## config.mk

```make
export PLATFORM = sky130hd
export DESIGN_NAME = multicycle_control_flat
export DESIGN_NICKNAME = d
export VERILOG_FILES = /design/src/rtl/multicycle_control_if.sv /design/src/rtl/multicycle_control.sv /design/src/flat_wrapper.sv
export SDC_FILE = /design/constraint.sdc
export NUM_CORES = 1
export LEC_CHECK = 0
export BUFFER_PORTS_ARGS = -buffer_cell sky130_fd_sc_hd__buf_2
export CAP_MARGIN = 0
export CORE_MARGIN = 5
export CORE_UTILIZATION = 55
export CTS_CLUSTER_DIAMETER = 80
export DETAILED_ROUTE_END_ITERATION = 8
export PLACE_DENSITY = 0.82
export SLEW_MARGIN = 5
export SYNTH_ARGS = -nofsm -noshare
export SYNTH_HDL_FRONTEND = slang
export SYNTH_SLANG_ARGS = --single-unit
```

## constraint.sdc

```tcl
create_clock -name clk -period 7.3 [get_ports clk]
set_input_delay 2.19 -clock clk [delete_from_list [all_inputs] [get_ports clk]]
set_output_delay 2.19 -clock clk [all_outputs]
set_load 0.05 [all_outputs]
```

## src/rtl/multicycle_control_if.sv

```systemverilog
`default_nettype none
// ============================================================================
//  Module      : multicycle_control_if
//  Description : Bus between the LEGv8 multi-cycle control FSM and the
//                datapath / memories. It carries the instruction opcode,
//                the memory ready handshakes, the control strobes and the
//                status outputs.
//  Revision    : 1.0 - initial release
// ============================================================================
interface multicycle_control_if #(
  parameter int OPCODE_W  = 11,
  parameter int ALUOP_W   = 2,
  parameter int RETIRED_W = 32
);
  // Datapath / memory side inputs to the controller
  logic [OPCODE_W-1:0]  opcode;
  logic                 imem_ready;
  logic                 dmem_ready;

  // Controller outputs
  logic                 imem_req;
  logic                 ir_write;
  logic                 pc_write;
  logic                 reg2_loc;
  logic                 uncondbranch;
  logic                 branch;
  logic                 branch_nz;
  logic                 mem_read;
  logic                 mem_write;
  logic                 mem_to_reg;
  logic [ALUOP_W-1:0]   alu_op;
  logic                 alu_src;
  logic                 reg_write;
  logic                 illegal;
  logic [RETIRED_W-1:0] retired;

  // Controller view
  modport master (
    input  opcode, imem_ready, dmem_ready,
    output imem_req, ir_write, pc_write, reg2_loc, uncondbranch, branch,
           branch_nz, mem_read, mem_write, mem_to_reg, alu_op, alu_src,
           reg_write, illegal, retired
  );

  // Datapath / memory view
  modport slave (
    output opcode, imem_ready, dmem_ready,
    input  imem_req, ir_write, pc_write, reg2_loc, uncondbranch, branch,
           branch_nz, mem_read, mem_write, mem_to_reg, alu_op, alu_src,
           reg_write, illegal, retired
  );
endinterface
`default_nettype wire

```

## src/rtl/multicycle_control.sv

```systemverilog
`default_nettype none
// ============================================================================
//  Module      : multicycle_control
//  Description : Multi-cycle LEGv8 control FSM. Sequences every instruction
//                through FETCH / DECODE / EXECUTE / MEM / WB with ready
//                handshakes to instruction and data memory, decodes the
//                R-type, ADDI/SUBI, LDUR/STUR, CBZ/CBNZ and B groups, traps
//                on illegal opcodes and counts retired instructions.
//  Revision    : 1.0 - initial release
// ============================================================================
module multicycle_control #(
  parameter int OPCODE_W   = 11,
  parameter int ALUOP_W    = 2,
  parameter int RETIRED_W  = 32,
  parameter int ENABLE_IMM = 1
) (
  input  logic                   clk,
  input  logic                   reset,
  multicycle_control_if.master   bus
);

  typedef enum logic [2:0] {
    S_FETCH   = 3'd0,
    S_DECODE  = 3'd1,
    S_EXECUTE = 3'd2,
    S_MEM     = 3'd3,
    S_WB      = 3'd4,
    S_TRAP    = 3'd5
  } state_t;

  // Instruction group of the latched opcode
  typedef enum logic [2:0] {
    K_RTYPE   = 3'd0,
    K_ITYPE   = 3'd1,
    K_LDUR    = 3'd2,
    K_STUR    = 3'd3,
    K_CBZ     = 3'd4,
    K_CBNZ    = 3'd5,
    K_B       = 3'd6,
    K_ILLEGAL = 3'd7
  } kind_t;

  state_t                state;
  state_t                state_next;
  kind_t                 kind;
  logic [OPCODE_W-1:0]   ir;
  logic                  illegal_q;
  logic [RETIRED_W-1:0]  retired_q;

  // Sequencing strobes
  logic                  imem_req;
  logic                  ir_write;
  logic                  pc_write;
  logic                  reg_write;
  logic                  mem_read;
  logic                  mem_write;
  logic                  retire;

  // Static decode outputs
  logic                  reg2_loc;
  logic                  uncondbranch;
  logic                  branch;
  logic                  branch_nz;
  logic                  mem_to_reg;
  logic [ALUOP_W-1:0]    alu_op;
  logic                  alu_src;
  logic                  in_instr;

  // Classify the latched opcode; ADDI/SUBI are legal only when enabled
  always_comb begin
    kind = K_ILLEGAL;
    casez (ir)
      11'b10001011000,
      11'b11001011000,
      11'b10001010000,
      11'b10101010000: kind = K_RTYPE;
      11'b1001000100?,
      11'b1101000100?: kind = (ENABLE_IMM != 0) ? K_ITYPE : K_ILLEGAL;
      11'b11111000010: kind = K_LDUR;
      11'b11111000000: kind = K_STUR;
      11'b10110100???: kind = K_CBZ;
      11'b10110101???: kind = K_CBNZ;
      11'b000101?????: kind = K_B;
      default:         kind = K_ILLEGAL;
    endcase
  end

  // State register
  always_ff @(posedge clk) begin
    if (reset) begin
      state <= S_FETCH;
    end else begin
      state <= state_next;
    end
  end

  // Next-state logic and sequencing strobes
  always_comb begin
    state_next = state;
    imem_req   = 1'b0;
    ir_write   = 1'b0;
    pc_write   = 1'b0;
    reg_write  = 1'b0;
    mem_read   = 1'b0;
    mem_write  = 1'b0;
    retire     = 1'b0;
    case (state)
      S_FETCH: begin
        imem_req = 1'b1;
        if (bus.imem_ready) begin
          ir_write   = 1'b1;
          state_next = S_DECODE;
        end
      end
      S_DECODE: begin
        state_next = (kind == K_ILLEGAL) ? S_TRAP : S_EXECUTE;
      end
      S_EXECUTE: begin
        case (kind)
          K_CBZ, K_CBNZ, K_B: begin
            // The datapath decides taken/not-taken; the PC is always updated
            pc_write   = 1'b1;
            retire     = 1'b1;
            state_next = S_FETCH;
          end
          K_LDUR, K_STUR: state_next = S_MEM;
          default:        state_next = S_WB;
        endcase
      end
      S_MEM: begin
        mem_read  = (kind == K_LDUR);
        mem_write = (kind == K_STUR);
        if (bus.dmem_ready) begin
          if (kind == K_LDUR) begin
            state_next = S_WB;
          end else begin
            pc_write   = 1'b1;
            retire     = 1'b1;
            state_next = S_FETCH;
          end
        end
      end
      S_WB: begin
        reg_write  = 1'b1;
        pc_write   = 1'b1;
        retire     = 1'b1;
        state_next = S_FETCH;
      end
      S_TRAP: begin
        state_next = S_TRAP;
      end
      default: begin
        state_next = S_FETCH;
      end
    endcase
  end

  // Static decode outputs, held from DECODE until the instruction retires
  always_comb begin
    in_instr     = (state == S_DECODE) || (state == S_EXECUTE) ||
                   (state == S_MEM)    || (state == S_WB);
    reg2_loc     = 1'b0;
    uncondbranch = 1'b0;
    branch       = 1'b0;
    branch_nz    = 1'b0;
    mem_to_reg   = 1'b0;
    alu_op       = '0;
    alu_src      = 1'b0;
    if (in_instr) begin
      case (kind)
        K_RTYPE: begin
          alu_op = ALUOP_W'(2'b10);
        end
        K_ITYPE: begin
          alu_op  = ALUOP_W'(2'b11);
          alu_src = 1'b1;
        end
        K_LDUR: begin
          alu_src    = 1'b1;
          mem_to_reg = 1'b1;
        end
        K_STUR: begin
          alu_src  = 1'b1;
          reg2_loc = 1'b1;
        end
        K_CBZ: begin
          alu_op   = ALUOP_W'(2'b01);
          reg2_loc = 1'b1;
          branch   = 1'b1;
        end
        K_CBNZ: begin
          alu_op    = ALUOP_W'(2'b01);
          reg2_loc  = 1'b1;
          branch    = 1'b1;
          branch_nz = 1'b1;
        end
        K_B: begin
          uncondbranch = 1'b1;
        end
        default: begin
          alu_op = '0;
        end
      endcase
    end
  end

  // Instruction register: captures the opcode on the accepted fetch
  always_ff @(posedge clk) begin
    if (reset) begin
      ir <= '0;
    end else if (ir_write) begin
      ir <= bus.opcode;
    end
  end

  // Sticky trap flag, set as the FSM leaves DECODE for TRAP
  always_ff @(posedge clk) begin
    if (reset) begin
      illegal_q <= 1'b0;
    end else if ((state == S_DECODE) && (kind == K_ILLEGAL)) begin
      illegal_q <= 1'b1;
    end
  end

  // Retired-instruction counter, bumped with the final pc_write; wraps freely
  always_ff @(posedge clk) begin
    if (reset) begin
      retired_q <= '0;
    end else if (retire) begin
      retired_q <= retired_q + RETIRED_W'(1);
    end
  end

  assign bus.imem_req     = imem_req;
  assign bus.ir_write     = ir_write;
  assign bus.pc_write     = pc_write;
  assign bus.reg2_loc     = reg2_loc;
  assign bus.uncondbranch = uncondbranch;
  assign bus.branch       = branch;
  assign bus.branch_nz    = branch_nz;
  assign bus.mem_read     = mem_read;
  assign bus.mem_write    = mem_write;
  assign bus.mem_to_reg   = mem_to_reg;
  assign bus.alu_op       = alu_op;
  assign bus.alu_src      = alu_src;
  assign bus.reg_write    = reg_write;
  assign bus.illegal      = illegal_q;
  assign bus.retired      = retired_q;

endmodule
`default_nettype wire

```

## src/flat_wrapper.sv

```systemverilog
// flat-port wrapper written by rule: the top's interface ports become plain ports
module multicycle_control_flat 
#(
  parameter int OPCODE_W   = 11,
  parameter int ALUOP_W    = 2,
  parameter int RETIRED_W  = 32,
  parameter int ENABLE_IMM = 1
)
  (clk, reset, bus_opcode, bus_imem_ready, bus_dmem_ready, bus_imem_req, bus_ir_write, bus_pc_write, bus_reg2_loc, bus_uncondbranch, bus_branch, bus_branch_nz, bus_mem_read, bus_mem_write, bus_mem_to_reg, bus_alu_op, bus_alu_src, bus_reg_write, bus_illegal, bus_retired);
  multicycle_control_if #(.OPCODE_W(OPCODE_W), .ALUOP_W(ALUOP_W), .RETIRED_W(RETIRED_W)) bus_i ();
  input  logic clk;
  input  logic reset;
  input wire logic [$bits(bus_i.opcode)-1:0] bus_opcode;
  input wire logic [$bits(bus_i.imem_ready)-1:0] bus_imem_ready;
  input wire logic [$bits(bus_i.dmem_ready)-1:0] bus_dmem_ready;
  output wire logic [$bits(bus_i.imem_req)-1:0] bus_imem_req;
  output wire logic [$bits(bus_i.ir_write)-1:0] bus_ir_write;
  output wire logic [$bits(bus_i.pc_write)-1:0] bus_pc_write;
  output wire logic [$bits(bus_i.reg2_loc)-1:0] bus_reg2_loc;
  output wire logic [$bits(bus_i.uncondbranch)-1:0] bus_uncondbranch;
  output wire logic [$bits(bus_i.branch)-1:0] bus_branch;
  output wire logic [$bits(bus_i.branch_nz)-1:0] bus_branch_nz;
  output wire logic [$bits(bus_i.mem_read)-1:0] bus_mem_read;
  output wire logic [$bits(bus_i.mem_write)-1:0] bus_mem_write;
  output wire logic [$bits(bus_i.mem_to_reg)-1:0] bus_mem_to_reg;
  output wire logic [$bits(bus_i.alu_op)-1:0] bus_alu_op;
  output wire logic [$bits(bus_i.alu_src)-1:0] bus_alu_src;
  output wire logic [$bits(bus_i.reg_write)-1:0] bus_reg_write;
  output wire logic [$bits(bus_i.illegal)-1:0] bus_illegal;
  output wire logic [$bits(bus_i.retired)-1:0] bus_retired;
  assign bus_i.opcode = bus_opcode;
  assign bus_i.imem_ready = bus_imem_ready;
  assign bus_i.dmem_ready = bus_dmem_ready;
  assign bus_imem_req = bus_i.imem_req;
  assign bus_ir_write = bus_i.ir_write;
  assign bus_pc_write = bus_i.pc_write;
  assign bus_reg2_loc = bus_i.reg2_loc;
  assign bus_uncondbranch = bus_i.uncondbranch;
  assign bus_branch = bus_i.branch;
  assign bus_branch_nz = bus_i.branch_nz;
  assign bus_mem_read = bus_i.mem_read;
  assign bus_mem_write = bus_i.mem_write;
  assign bus_mem_to_reg = bus_i.mem_to_reg;
  assign bus_alu_op = bus_i.alu_op;
  assign bus_alu_src = bus_i.alu_src;
  assign bus_reg_write = bus_i.reg_write;
  assign bus_illegal = bus_i.illegal;
  assign bus_retired = bus_i.retired;
  multicycle_control #(.OPCODE_W(OPCODE_W), .ALUOP_W(ALUOP_W), .RETIRED_W(RETIRED_W), .ENABLE_IMM(ENABLE_IMM)) u_core (.clk(clk), .reset(reset), .bus(bus_i));
endmodule
```

# ---- Word level (Yosys, flattened, before mapping)
# Cells that the tools add are included.
# Widths: inputs -> output; s select.
dict set report word_totals {
  regBits 47
  inputBits 15
  output_inout_bits 47
  wordCells 75
}
dict set report classes {
  addsub 1
  n_eq_ne 25
  muxes 31
  n_reduce_logical 14
}
# operator count
set op_table {}
lappend op_table {{$eq 11x11->1 const B} 6}
lappend op_table {{$add 32x1->32 const B} 1}
lappend op_table {{$mux 1} 21}
lappend op_table {{$pmux 3 s7} 1}
lappend op_table {{$eq 10x10->1 const B} 2}
lappend op_table {{$eq 3x3->1 const B} 6}
lappend op_table {{$eq 8x8->1 const B} 2}
lappend op_table {{$pmux 3 s5} 1}
lappend op_table {{$eq 3x2->1 const B} 4}
lappend op_table {{$mux 3} 4}
lappend op_table {{$reduce_or 3->1} 3}
lappend op_table {{$eq 3x1->1 const B} 2}
lappend op_table {{$eq 6x3->1 const B} 1}
lappend op_table {{$logic_not 3->1} 2}
lappend op_table {{$pmux 2 s3} 1}
lappend op_table {{$pmux 3 s2} 1}
lappend op_table {{$reduce_or 2->1} 3}
lappend op_table {{$ne 2x2->1 const B} 2}
lappend op_table {{$reduce_or 4->1} 1}
lappend op_table {{$logic_or 1x1->1} 3}
lappend op_table {{$pmux 1 s3} 1}
lappend op_table {{$mux 2} 1}
lappend op_table {{$reduce_and 2->1} 1}
lappend op_table {{$logic_and 1x1->1} 1}

# ---- Longest topological paths before layout
dict set report depth {
  word_depth 7
  mapped_depth 8
  ltp_nobuf 6
}

# ---- Worst setup path before layout
# No wires, ideal clock.
dict set report synth_timing {
  kind {input -> output}
  from {in bus_dmem_ready}
  to {out bus_pc_write}
  arrival_time_ps 3264
  required_ps 5110
  path_slack_ps 1846
  stages 4
  n_path_buf 1
  cell_sequence {and3_1 -> a211oi_2 -> clkbuf_1 -> inv_1}
}
dict set report synth_via {
  elab_chain_cells 2
}
# element line_no
set synth_rtl {}
lappend synth_rtl {{from (decl)} flat_wrapper.sv:15} ;# input wire logic [$bits(bus_i.dmem_ready)-1:0] bus_dmem_ready;
lappend synth_rtl {{$mux 1} multicycle_control.sv:133} ;# if (bus.dmem_ready) begin
lappend synth_rtl {{$pmux 1 s3} multicycle_control.sv:107} ;# case (state)
lappend synth_rtl {{to (decl)} flat_wrapper.sv:18} ;# output wire logic [$bits(bus_i.pc_write)-1:0] bus_pc_write;
# No other way between the ends.

# ---- Final worst setup path
dict set report layout_timing {
  from {in bus_imem_ready}
  to {out bus_ir_write}
}
dict set report layout_via {
  elab_chain_cells 2
}
# element line_no
set layout_rtl {}
lappend layout_rtl {{from (decl)} flat_wrapper.sv:14} ;# input wire logic [$bits(bus_i.imem_ready)-1:0] bus_imem_ready;
lappend layout_rtl {{$mux 1} multicycle_control.sv:110} ;# if (bus.imem_ready) begin
lappend layout_rtl {{$mux 1} multicycle_control.sv:107}
lappend layout_rtl {{to (decl)} flat_wrapper.sv:17} ;# output wire logic [$bits(bus_i.ir_write)-1:0] bus_ir_write;
# No other way between the ends.

==> impl_results.md <==
* Outcome: completed
* Final Cycle Share at 73.6%
* Avg WL per Cell at 14.9 microns
* Post-Syn Area at 2530 sq um
* DP Worst Slack at 1950 ps
* Vias/cell at 6.16
* Initial DRC Count at 165
* Synth area leader: dfxtp_1
* CTS Sinks at 47
* Clock Skew at 6.81 ps
* Largest stage delay, worst path at 340 ps
* Row cnt at 24
* Die area at 6050 sq um
* Final setup fails at 0
* Post-route minimum period at 5370 ps
* Worst-path clk slew at 90 ps
* Critical Path Most Common Cell: buf_2
* H-tree levels at 2
* Core Util, Final at 67.0%
* Setup TNS at 0 ps
* Total track usage at 20.3%
* CP cell instances: buf_2, nand2_1, inv_1, buf_2
* Setup ws final at 1930 ps
* #FFs+latches synth at 47
* Max_cap viols at 0
* Fin. Hold Viols at 0
* Syn Nets at 340
* DRC viols at 0
* Yosys cell types at 44
* Hold/Removal Path Class: reg2reg
* HPWL after DPL at 4.37 mm
* CP max-delay cell: inv_1
* Worst EP arrival at 3180 ps
* R2R setup slack at 4880 ps
* Largest fanout on the critical path at 12
* Synth area leaders: dfxtp_1 37%, a21oi_1 8.9%, nand2_1 5.9%
* Sequential area share after synthesis at 37.2%
* Pin count of the biggest net entering global routing at 62
* Share of cells above drive strength 1 at 20.8%
* Async SR Flop Fraction at 0%
* Number of buffers added on ports at 61
* ANT cells at 0
* CTS Hold Buffers Added at 0
* Vias at 2632
* Final ANT Viol Nets at 0
* Syn_area_per_cell at 7.80 sq um
* WS Path Type: in2out
* Postcts setup bufs at 0
* CTS tree: done
* Initial antenna violation count at 0
* Nets at 390
* RePlAce Congestion at 0.866
* Startpoint types: input pin
* Layout area overhead at 17.1%
* Post-synth top area share at 37.2%
* Final wirelength at 6.35 mm
* Synth Instances at 324
* Die X at 77.8 microns
* Worst skew pair latency at 300 ps
* Max Fclk at 186 MHz
* RSZ-0062 raised after global routing: no
* Total grt overflow at 0
* Leak at 0.00111 uW
* Max IR drop VDD at 0.000148 V
* Clk root buf: clkbuf_8
* Slew headroom at 42.1%
* CP endpoint kind: output pin
* DRT Pass-1 Iters at 5
* Core footprint at 4410 sq um
* CP required at 5110 ps
* Post-synth EDFFs at 0
* Slew @ Worst Pin at 869 ps
* Power Dens Cells at 186 nW/um^2
* Total CTS buffers at 5
* Primary FF master, synth: dfxtp_1
* I/O Pins at 62
* Highest-count cells in the layout ignoring fill and taps: 61 x buf_2, 47 x dfxtp_1, 45 x a21oi_1
* Max Slew Vio Count at 0
* Vias in the first global route at 2250
* Max clock buf depth at 2
* Leading cell type in the layout, fill and taps excluded: buf_2
* Initial core utilization at 57.2%
* First-pass GRT wire length at 10.5 mm
* Resize count post-CTS at 0
* Chip Height at 77.8 microns
* Synth warn at 0
## power breakdown
group	switching, uW	internal [uW]	total, uW
logic	34.8	15.3	50.1
clock network	92.8	137	229
registers	8.68	262	271
total	136	414	550
## flip-flops by register name (all words and copies together), names as in the netlist
name / count
u_core.bus.retired: 32
u_core.state: 3
u_core.bus.illegal: 1
u_core.ir: 11
## area by class of cell
cell class / instances / area (sq um)
Clock buffer: 5 / 68.8
Fill cell: 376 / 1460
Tap cell: 52 / 65.1
Timing Repair Buffer: 62 / 313
Inverter: 8 / 30.0
Sequential cell: 47 / 941
Multi-Input combinational cell: 250 / 1470
Clock inverter: 3 / 67.6
## worst max-delay path: cells and delay by family
kind | cells | cell delay, ps
buf+inv | 3 | 760
simple gates | 1 | 230
## synth_stat cells (9+ instances only)
cell type   n
dfxtp_1    47
nor3_1     11
nand2_1    40
and3_1      9
o21ai_0    15
clkbuf_1   14
nand4_1     9
nand3_1    14
or4_1      15
o31ai_1    17
nor2_1     14
a21oi_1    45
or3_1      14
## through the flow
| stage | std cells | total power (uW) | hold slack (ps) | area, sq um |
|---|---|---|---|---|
| finish | 427 | 550 | 471 | 2960 |
| global route | 427 | 572 | 513 | 2960 |
| detailed placement | 419 | 325 | 458 | 2820 |
| global placement | 419 | 324 | 449 | 2820 |
| CTS | 427 | 551 | 475 | 2960 |
| floorplan | 324 | 313 | 440 | 2530 |
## layer usage
layer / vias up / wire [microns] / GRT usage [%]
met5: - / 0 / 0
li1: 1315 / - / -
met1: 1232 / 2940 / 28.1
met4: 0 / 48 / 4.81
met2: 79 / 2950 / 31.7
met3: 6 / 416 / 4.75
## worst paths after layout
path                             start                                   to  cells past startpoint
min          u_core.ir[0]$_SDFFE_PP0P_            u_core.ir[0]$_SDFFE_PP0P_                      2
max reg2reg  u_core.ir[5]$_SDFFE_PP0P_  u_core.bus.retired[14]$_SDFFE_PP0P_                      6
min reg2reg  u_core.ir[0]$_SDFFE_PP0P_            u_core.ir[0]$_SDFFE_PP0P_                      2
max                     bus_imem_ready                         bus_ir_write                      4
## cells by family after synthesis
kind of cell | after synthesis | share of synthesized area (%)
xor+xnor | 1 | 0.347
fa+ha+maj | 1 | 0.495
simple gates | 160 | 36.4
compound gates | 88 | 20.9
flops | 47 | 37.2
buf+inv | 27 | 4.71
No activity file was read; power rests on OpenSTA's default activity.
